## src/rtl/mem_master_ctrl.sv

```systemverilog
// Requester-side controller for a single-port synchronous memory: single-beat writes, incrementing read bursts.
// Non-pipelined (one access outstanding); a stalled response (rsp_ready=0) holds all state and address issue.
module mem_master_ctrl #(
  parameter int ADDR_W = 8,
  parameter int DATA_W = 32,
  parameter int RD_LAT = 1,
  parameter int LEN_W  = 4
) (
  input  logic              clk,
  input  logic              rst_n,
  input  logic              req_valid,
  output logic              req_ready,
  input  logic              req_we,
  input  logic [ADDR_W-1:0] req_addr,
  input  logic [DATA_W-1:0] req_wdata,
  input  logic [LEN_W-1:0]  req_len,
  output logic              rsp_valid,
  input  logic              rsp_ready,
  output logic [DATA_W-1:0] rsp_rdata,
  output logic              rsp_is_write,
  output logic              rsp_last,
  output logic              mem_we,
  output logic [ADDR_W-1:0] mem_addr,
  output logic [DATA_W-1:0] mem_din,
  input  logic [DATA_W-1:0] mem_dout
);

  typedef enum logic [2:0] {IDLE, WR, RD_ISSUE, RD_WAIT, RESP} state_t;

  localparam logic [1:0] LAST_WAIT = 2'(RD_LAT - 1);

  state_t            state;
  logic [ADDR_W-1:0] cur_addr;
  logic [DATA_W-1:0] wdata_r;
  logic [LEN_W-1:0]  beats_left;
  logic              is_wr;
  logic [1:0]        wait_cnt;

  // The address/data registers drive the memory port directly, so they hold between accesses.
  assign mem_addr = cur_addr;
  assign mem_din  = wdata_r;

  always_ff @(posedge clk or negedge rst_n) begin
    if (!rst_n) begin
      state        <= IDLE;
      cur_addr     <= '0;
      wdata_r      <= '0;
      beats_left   <= '0;
      is_wr        <= 1'b0;
      wait_cnt     <= '0;
      req_ready    <= 1'b0;
      rsp_valid    <= 1'b0;
      rsp_rdata    <= '0;
      rsp_is_write <= 1'b0;
      rsp_last     <= 1'b0;
      mem_we       <= 1'b0;
    end else begin
      case (state)
        IDLE: begin
          if (req_valid && req_ready) begin
            cur_addr   <= req_addr;
            is_wr      <= req_we;
            beats_left <= req_we ? '0 : req_len;
            req_ready  <= 1'b0;
            if (req_we) begin
              wdata_r <= req_wdata;
              mem_we  <= 1'b1;
              state   <= WR;
            end else begin
              state <= RD_ISSUE;
            end
          end else begin
            req_ready <= 1'b1;
          end
        end
        WR: begin
          mem_we       <= 1'b0;
          rsp_valid    <= 1'b1;
          rsp_is_write <= 1'b1;
          rsp_rdata    <= '0;
          rsp_last     <= 1'b1;
          state        <= RESP;
        end
        RD_ISSUE: begin
          wait_cnt <= '0;
          state    <= RD_WAIT;
        end
        RD_WAIT: begin
          if (wait_cnt == LAST_WAIT) begin
            rsp_rdata    <= mem_dout;
            rsp_valid    <= 1'b1;
            rsp_is_write <= 1'b0;
            rsp_last     <= (beats_left == '0);
            state        <= RESP;
          end else begin
            wait_cnt <= wait_cnt + 2'd1;
          end
        end
        RESP: begin
          if (rsp_ready) begin
            rsp_valid <= 1'b0;
            if (is_wr || beats_left == '0) begin
              req_ready <= 1'b1;
              state     <= IDLE;
            end else begin
              // Next beat is issued only after this one is consumed, so a stall never drops data.
              cur_addr   <= cur_addr + ADDR_W'(1);
              beats_left <= beats_left - LEN_W'(1);
              state      <= RD_ISSUE;
            end
          end
        end
        default: state <= IDLE;
      endcase
    end
  end

endmodule

```

## config.mk

```make
export PLATFORM = sky130hd
export DESIGN_NAME = mem_master_ctrl
export DESIGN_NICKNAME = d
export VERILOG_FILES = /design/src/rtl/mem_master_ctrl.sv
export SDC_FILE = /design/constraint.sdc
export NUM_CORES = 1
export LEC_CHECK = 0
export BUFFER_PORTS_ARGS = -buffer_cell sky130_fd_sc_hd__buf_4
export CORE_MARGIN = 5
export CORE_UTILIZATION = 42
export CTS_CLUSTER_SIZE = 20
export DETAILED_ROUTE_END_ITERATION = 8
export HOLD_SLACK_MARGIN = 0.06
export PLACE_DENSITY = 0.81
export SLEW_MARGIN = 20
export SYNTH_ARGS = -nofsm -noshare
export SYNTH_HDL_FRONTEND = slang
export SYNTH_SLANG_ARGS = --single-unit
export TNS_END_PERCENT = 5
```

## constraint.sdc

```tcl
create_clock -name clk -period 1.6 [get_ports clk]
set_clock_uncertainty 0.05 [all_clocks]
set_input_delay 0.16 -clock clk [delete_from_list [all_inputs] [get_ports clk]]
set_output_delay 0.16 -clock clk [all_outputs]
set_load 0.005 [all_outputs]
```

==> results of run 1 <==
-- through the flow --
step                worst slack [ps]  total power, W  std cells  instance area (um2)
floorplan                      -12.4         0.00607        292                 3770
global placement               -51.8         0.00850        573                 5260
detailed placement             -51.1         0.00865        573                 5260
CTS                            -50.8          0.0106        657                 6170
global route                   -62.2          0.0116        662                 6340
finish                         -27.9          0.0109        662                 6340
-- final cells by class --
cell class	count	area share, %
Clock buffer	11	2.23
Clock inverter	5	1.28
Inverter	6	0.355
Multi-Input combinational cell	181	24.7
Sequential cell	87	34.4
Tap cell	108	2.13
Timing Repair Buffer	264	34.9
-- what timing repair did --
| item | CTS | global route |
|---|---|---|
| resized for setup | 4 | 31 |
| pin swaps | 2 | 7 |
| hold buffers | 67 | 0 |
| buffers inserted | 1 | 5 |
| hold endpoints to repair | 153 | 0 |
| endpoints found under the setup margin | 42 | 54 |
-- worst min path at each step --
stage                          to  slack, ps  depth (start not counted)
floorplan           beats_left[0]       -190                          0
global placement      mem_addr[6]        -40                          1
detailed placement    mem_addr[6]        -30                          1
CTS                   mem_addr[6]         60                          3
global route          mem_addr[6]        100                          3
finish                mem_addr[6]         80                          3
-- layout by cell type (no fill, tap or decap), types with 3 or more instances in the layout --
cell / n
o21a_1: 3
nand2_1: 12
mux2_4: 7
buf_4: 187
nand3_1: 4
a21oi_1: 12
buf_12: 3
clkbuf_8: 10
dfrtp_2: 3
o21ai_0: 10
mux2_2: 26
nor2_1: 8
nand2b_1: 3
nor4_1: 3
dlygate4sd3_1: 67
inv_1: 4
buf_6: 7
a22o_1: 36
a31oi_1: 6
dfrtp_1: 84
-- per-layer routing --
metal  vias up  global-route usage, %
met5         -                      0
met3        19                   5.15
met1      1745                   24.8
li1       1606                      -
met2       130                   36.0
met4         0                   5.92
-- power by group --
part | internal, W | switching, W
combinational | 0.00313 | 0.00209
sequential | 0.00322 | 0.000788
clock | 0.000924 | 0.000769
-- state kept, by name (all words and copies together) (netlist names) --
| register | cells |
|---|---|
| req_ready | 1 |
| is_wr | 1 |
| rsp_is_write | 1 |
| mem_din | 32 |
| beats_left | 4 |
| mem_addr | 8 |
| wait_cnt | 2 |
| rsp_rdata | 32 |
| rsp_valid | 1 |
| state | 3 |
| mem_we | 1 |
| rsp_last | 1 |
-- worst max-delay path: cells and delay by family (launching register included) --
kind            cells  cell delay [ps]
buf+inv             2              230
simple gates        2              270
flops               1              390
fa+ha+maj           1              140
compound gates      2              470
-- kinds of logic (layout without fill, tap and decap cells) --
| group | Yosys count | after routing | synth area share, % |
|---|---|---|---|
| and+or+nand+nor | 54 | 54 | 8.94 |
| muxes | 33 | 33 | 10.6 |
| DFF | 87 | 87 | 58.1 |
| buffers and inverters | 24 | 286 | 3.60 |
| adders and majority gates | 3 | 3 | 1.00 |
| AOI/OAI and AO/OA | 91 | 91 | 17.8 |
==> flow_summary.json, run 1 <==
{
  "dp_hpwl_um": 7380,
  "grt_pass1_vias": 3830,
  "setup_tns_ps": -45.8,
  "num_rows": 34,
  "ys_ff_latch": 87,
  "slew_headroom_pct": 64.8,
  "synth_top_cells_by_area": "dfrtp_1, a22o_1, mux2_2",
  "worst_slack_ps": -27.9,
  "nFillCells": 579,
  "reg2reg_from": "beats_left[1]",
  "path_clk_slew_ps": 90,
  "syn-num-nets": 376,
  "crit_end": "mem_addr[5]",
  "leakage_nw": 3.05,
  "critPathCaptureType": "flip-flop",
  "required_ps": 1820,
  "routed-wl-met2_um": 5990,
  "rrSetupSlack_ps": -30,
  "yosysSeqAreaShare_pct": 58.1,
  "drtPass1Iterations": 4,
  "drv_slew": 0,
  "first_iter_violations": 165,
  "rr_worst_depth": 7,
  "period_share_pct": 102,
  "r2r-end": "mem_addr[5]",
  "yosys_warnings": 0,
  "synth_cells": 292,
  "layout.nets": 633,
  "critPathLaunch": "beats_left[1]",
  "powerDensity_nw_per_um2": 1720,
  "cts.sinks": 87,
  "netlist.area_leader.share_pct": 58.1,
  "port_buffers": 157,
  "path_max_fanout": 3,
  "rsz0062_at_grt": "true",
  "hold_viol_final": 0,
  "antenna_found_initial": 0,
  "max_freq_mhz": 614,
  "m1WireLength_um": 4400,
  "tritoncts": "yes",
  "die_w_um": 104,
  "synth.distinct_cells": 45,
  "status": "complete, but fails checks",
  "grt_util_all_layers_pct": 20.5,
  "violations": "negative setup slack",
  "drc": 0,
  "holdCritPathClass": "in -> reg",
  "die_h_um": 104,
  "top_layer": "met4",
  "cts-root-buf": "clkbuf_8",
  "irDropWorstVdd_v": 0.000774,
  "synth-edff-count": 0,
  "post-route-min-period_ps": 1630,
  "avgSynthCellArea_um2": 12.8,
  "netlist_area_um2": 3750,
  "grt_pass1_wl_um": 18600,
  "finalSetupViolCount": 4,
  "max_stage_delay_ps": 390,
  "cts_max_path_buffers": 2,
  "hp-start": "req_addr[6]",
  "cp.arrival_ps": 1840,
  "synth_flop_cell": "dfrtp_1",
  "io_pins": 158,
  "syn_to_final_growth_pct": 69.2,
  "numCtsBuffers": 9,
  "grt_max_degree": 49,
  "die_area_um2": 10900,
  "start_util_pct": 43.0,
  "drv_cap": 0,
  "hold_slack_ps": 83.3,
  "vias": 3500,
  "synth_top_area_cell": "dfrtp_1",
  "final_core_util_pct": 72.7,
  "multiInputGateArea_um2": 1570,
  "cp_slowest_cell": "dfrtp_1",
  "routedWlPerCell_um": 16.9,
  "cp-start-kind": "flip-flop",
  "ant_nets": 0,
  "path_class": "reg -> reg",
  "async_reset_ff_share_pct": 100,
  "ctsHtreeMaxLevel": 3,
  "regArea_um2": 2180,
  "wirelength_um": 11200,
  "worstSkewPairLatency_ps": 340,
  "drive_above_1_share_pct": 49.6,
  "synth_common_cells": "dfrtp_1, a22o_1, mux2_2, a21oi_1",
  "core_um2": 8720,
  "grt_overflow": 0,
  "via_per_inst": 5.29,
  "tightest_slew_ps": 527,
  "antenna-diode-count": 0,
  "path_cells": "inv_2, ha_4, nor3b_4, buf_6, nor3_2, a31o_2, a211oi_2",
  "synth_most_common_cell": "dfrtp_1",
  "wl_met3_um": 680,
  "gp_congestion": 0.875
}
No activity file was read; power rests on OpenSTA's default activity.
==> run 2: changes to the inputs <==
--- a/config.mk
+++ b/config.mk
@@ -16,4 +16,4 @@
 export SYNTH_ARGS = -nofsm -noshare
 export SYNTH_HDL_FRONTEND = slang
 export SYNTH_SLANG_ARGS = --single-unit
-export TNS_END_PERCENT = 5
+export TNS_END_PERCENT = 10
==> run 2 against run 1 <==
- the run still ends with negative setup slack left
- wire length up 0.79%
- global-route usage unchanged
- sequential share of layout area about the same
- largest cell class unchanged
- sequential power about the same
- via count up 0.51%
- worst setup slack better by 4.8 ps
- power up 0.23%
- combinational power about the same
- die area unchanged
==> flow_summary.json, run 2 (same netlist as run 1, synthesis figures left out) <==
{
  "status": "complete, but fails checks",
  "violations": "negative setup slack",
  "first_iter_violations": 183,
  "grt_pass1_wl_um": 18600,
  "start_util_pct": 43.0,
  "path_max_fanout": 3,
  "wirelength_um": 11300,
  "period_share_pct": 101,
  "max_freq_mhz": 616,
  "cts_max_path_buffers": 2,
  "slew_headroom_pct": 63.8,
  "cp.arrival_ps": 1840,
  "finalSetupViolCount": 4,
  "rsz0062_at_grt": "true",
  "port_buffers": 157,
  "final_cell_mix": "buf_4, dfrtp_1, dlygate4sd3_1",
  "placed_area_um2": 5260,
  "grt_pass1_vias": 3830,
  "irDropWorstVdd_v": 0.000773,
  "path_class": "reg -> reg",
  "grt_overflow": 0,
  "cp_slowest_cell": "dfrtp_1",
  "post-route-min-period_ps": 1620,
  "hold_slack_ps": 89.3,
  "drive_above_1_share_pct": 49.9,
  "cp-start-kind": "flip-flop",
  "required_ps": 1810,
  "hold_viol_final": 0,
  "crit_buf_inv": 2,
  "worstSkewPairLatency_ps": 340,
  "die_area_um2": 10900,
  "drc": 0,
  "drv_slew": 0,
  "final_core_util_pct": 72.8,
  "crit_family": "compound AO/OA/AOI/OAI gates",
  "num_rows": 34,
  "worst_slack_ps": -23.0,
  "grt_max_degree": 49,
  "hp-start": "req_addr[6]",
  "antenna_found_initial": 0,
  "layout.nets": 634,
  "cts.sinks": 87,
  "leakage_nw": 3.06,
  "max_stage_delay_ps": 390,
  "drv_cap": 0,
  "die_h_um": 104,
  "holdCritPathClass": "in -> reg",
  "gp_congestion": 0.875,
  "critPathCaptureType": "flip-flop",
  "ant_nets": 0,
  "io_pins": 158,
  "core_um2": 8720,
  "routedWlPerCell_um": 17.0,
  "grt_util_all_layers_pct": 20.5,
  "dp_hpwl_um": 7380,
  "numCtsBuffers": 9,
  "p_total_w": 0.0110,
  "layout_commonest_cell": "buf_4",
  "syn_to_final_growth_pct": 69.5,
  "vias": 3518,
  "tightest_slew_ps": 543,
  "die_w_um": 104,
  "path_clk_slew_ps": 80,
  "critPathLaunch": "beats_left[1]",
  "design_area_um2": 6350,
  "ctsHtreeMaxLevel": 3,
  "reg2reg_from": "beats_left[1]",
  "tritoncts": "yes",
  "antenna-diode-count": 0,
  "via_per_inst": 5.31,
  "cts-root-buf": "clkbuf_8",
  "drtPass1Iterations": 4,
  "powerDensity_nw_per_um2": 1720,
  "path_cells": "inv_2, ha_4, nor3b_4, buf_6, nor3_2, a31o_2, a211oi_2"
}
-- run 2: power breakdown --
part | total (W) | internal (W) | switching, W
combinational | 0.00525 | 0.00314 | 0.00211
sequential | 0.00402 | 0.00322 | 0.000793
clock | 0.00169 | 0.000924 | 0.000765
-- run 2: timing repair --
action / CTS / global route
pin swaps: 3 / 6
endpoints found under the setup margin: 42 / 54
cloned: 0 / 1
hold buffers: 67 / 0
buffers inserted: 1 / 5
endpoints found under the hold margin: 153 / 0
gates resized for setup: 3 / 34
-- run 2: area by class of cell --
cell class,instances,area (um2)
Clock inverter,5,81.3
Clock buffer,11,141
Sequential cell,87,2180
Timing Repair Buffer,265,2220
Inverter,6,22.5
Tap cell,108,135
Fill cell,576,2370
Multi-Input combinational cell,181,1570
-- run 2: final timing paths --
| path | end | slack, ps | depth (start not counted) |
|---|---|---|---|
| min in group asynchronous | mem_addr[6] | 140 | 2 |
| setup / recovery | mem_addr[5] | -20 | 7 |
| hold / removal | mem_addr[6] | 90 | 3 |
| hold reg to reg | rsp_is_write | 430 | 1 |
| setup reg to reg | mem_addr[5] | -20 | 7 |
| max in group asynchronous | rsp_rdata[7] | 780 | 3 |
-- run 2: metal layers --
| metal | vias up | share of wire [%] | track usage (%) |
|---|---|---|---|
| li1 | 1605 | - | - |
| met1 | 1734 | 38 | 24.8 |
| met2 | 158 | 53 | 36.0 |
| met3 | 21 | 6.7 | 5.15 |
| met4 | 0 | 1.4 | 5.92 |
| met5 | - | 0 | 0 |
-- run 2: through the flow --
step	std cells	setup TNS, ps	setup slack [ps]
final	663	-37.9	-23.0
after global routing	663	-288	-62.3
after CTS	657	-127	-33.9
after detailed placement	573	-734	-51.1
after global placement	573	-59.6	-51.8
after floorplan	292	-12.4	-12.4
-- run 2: worst min-delay path: cells and delay by family --
family / cells / cell delay [ps]
buffers and inverters: 1 / 80
AO/OA/AOI/OAI: 2 / 210
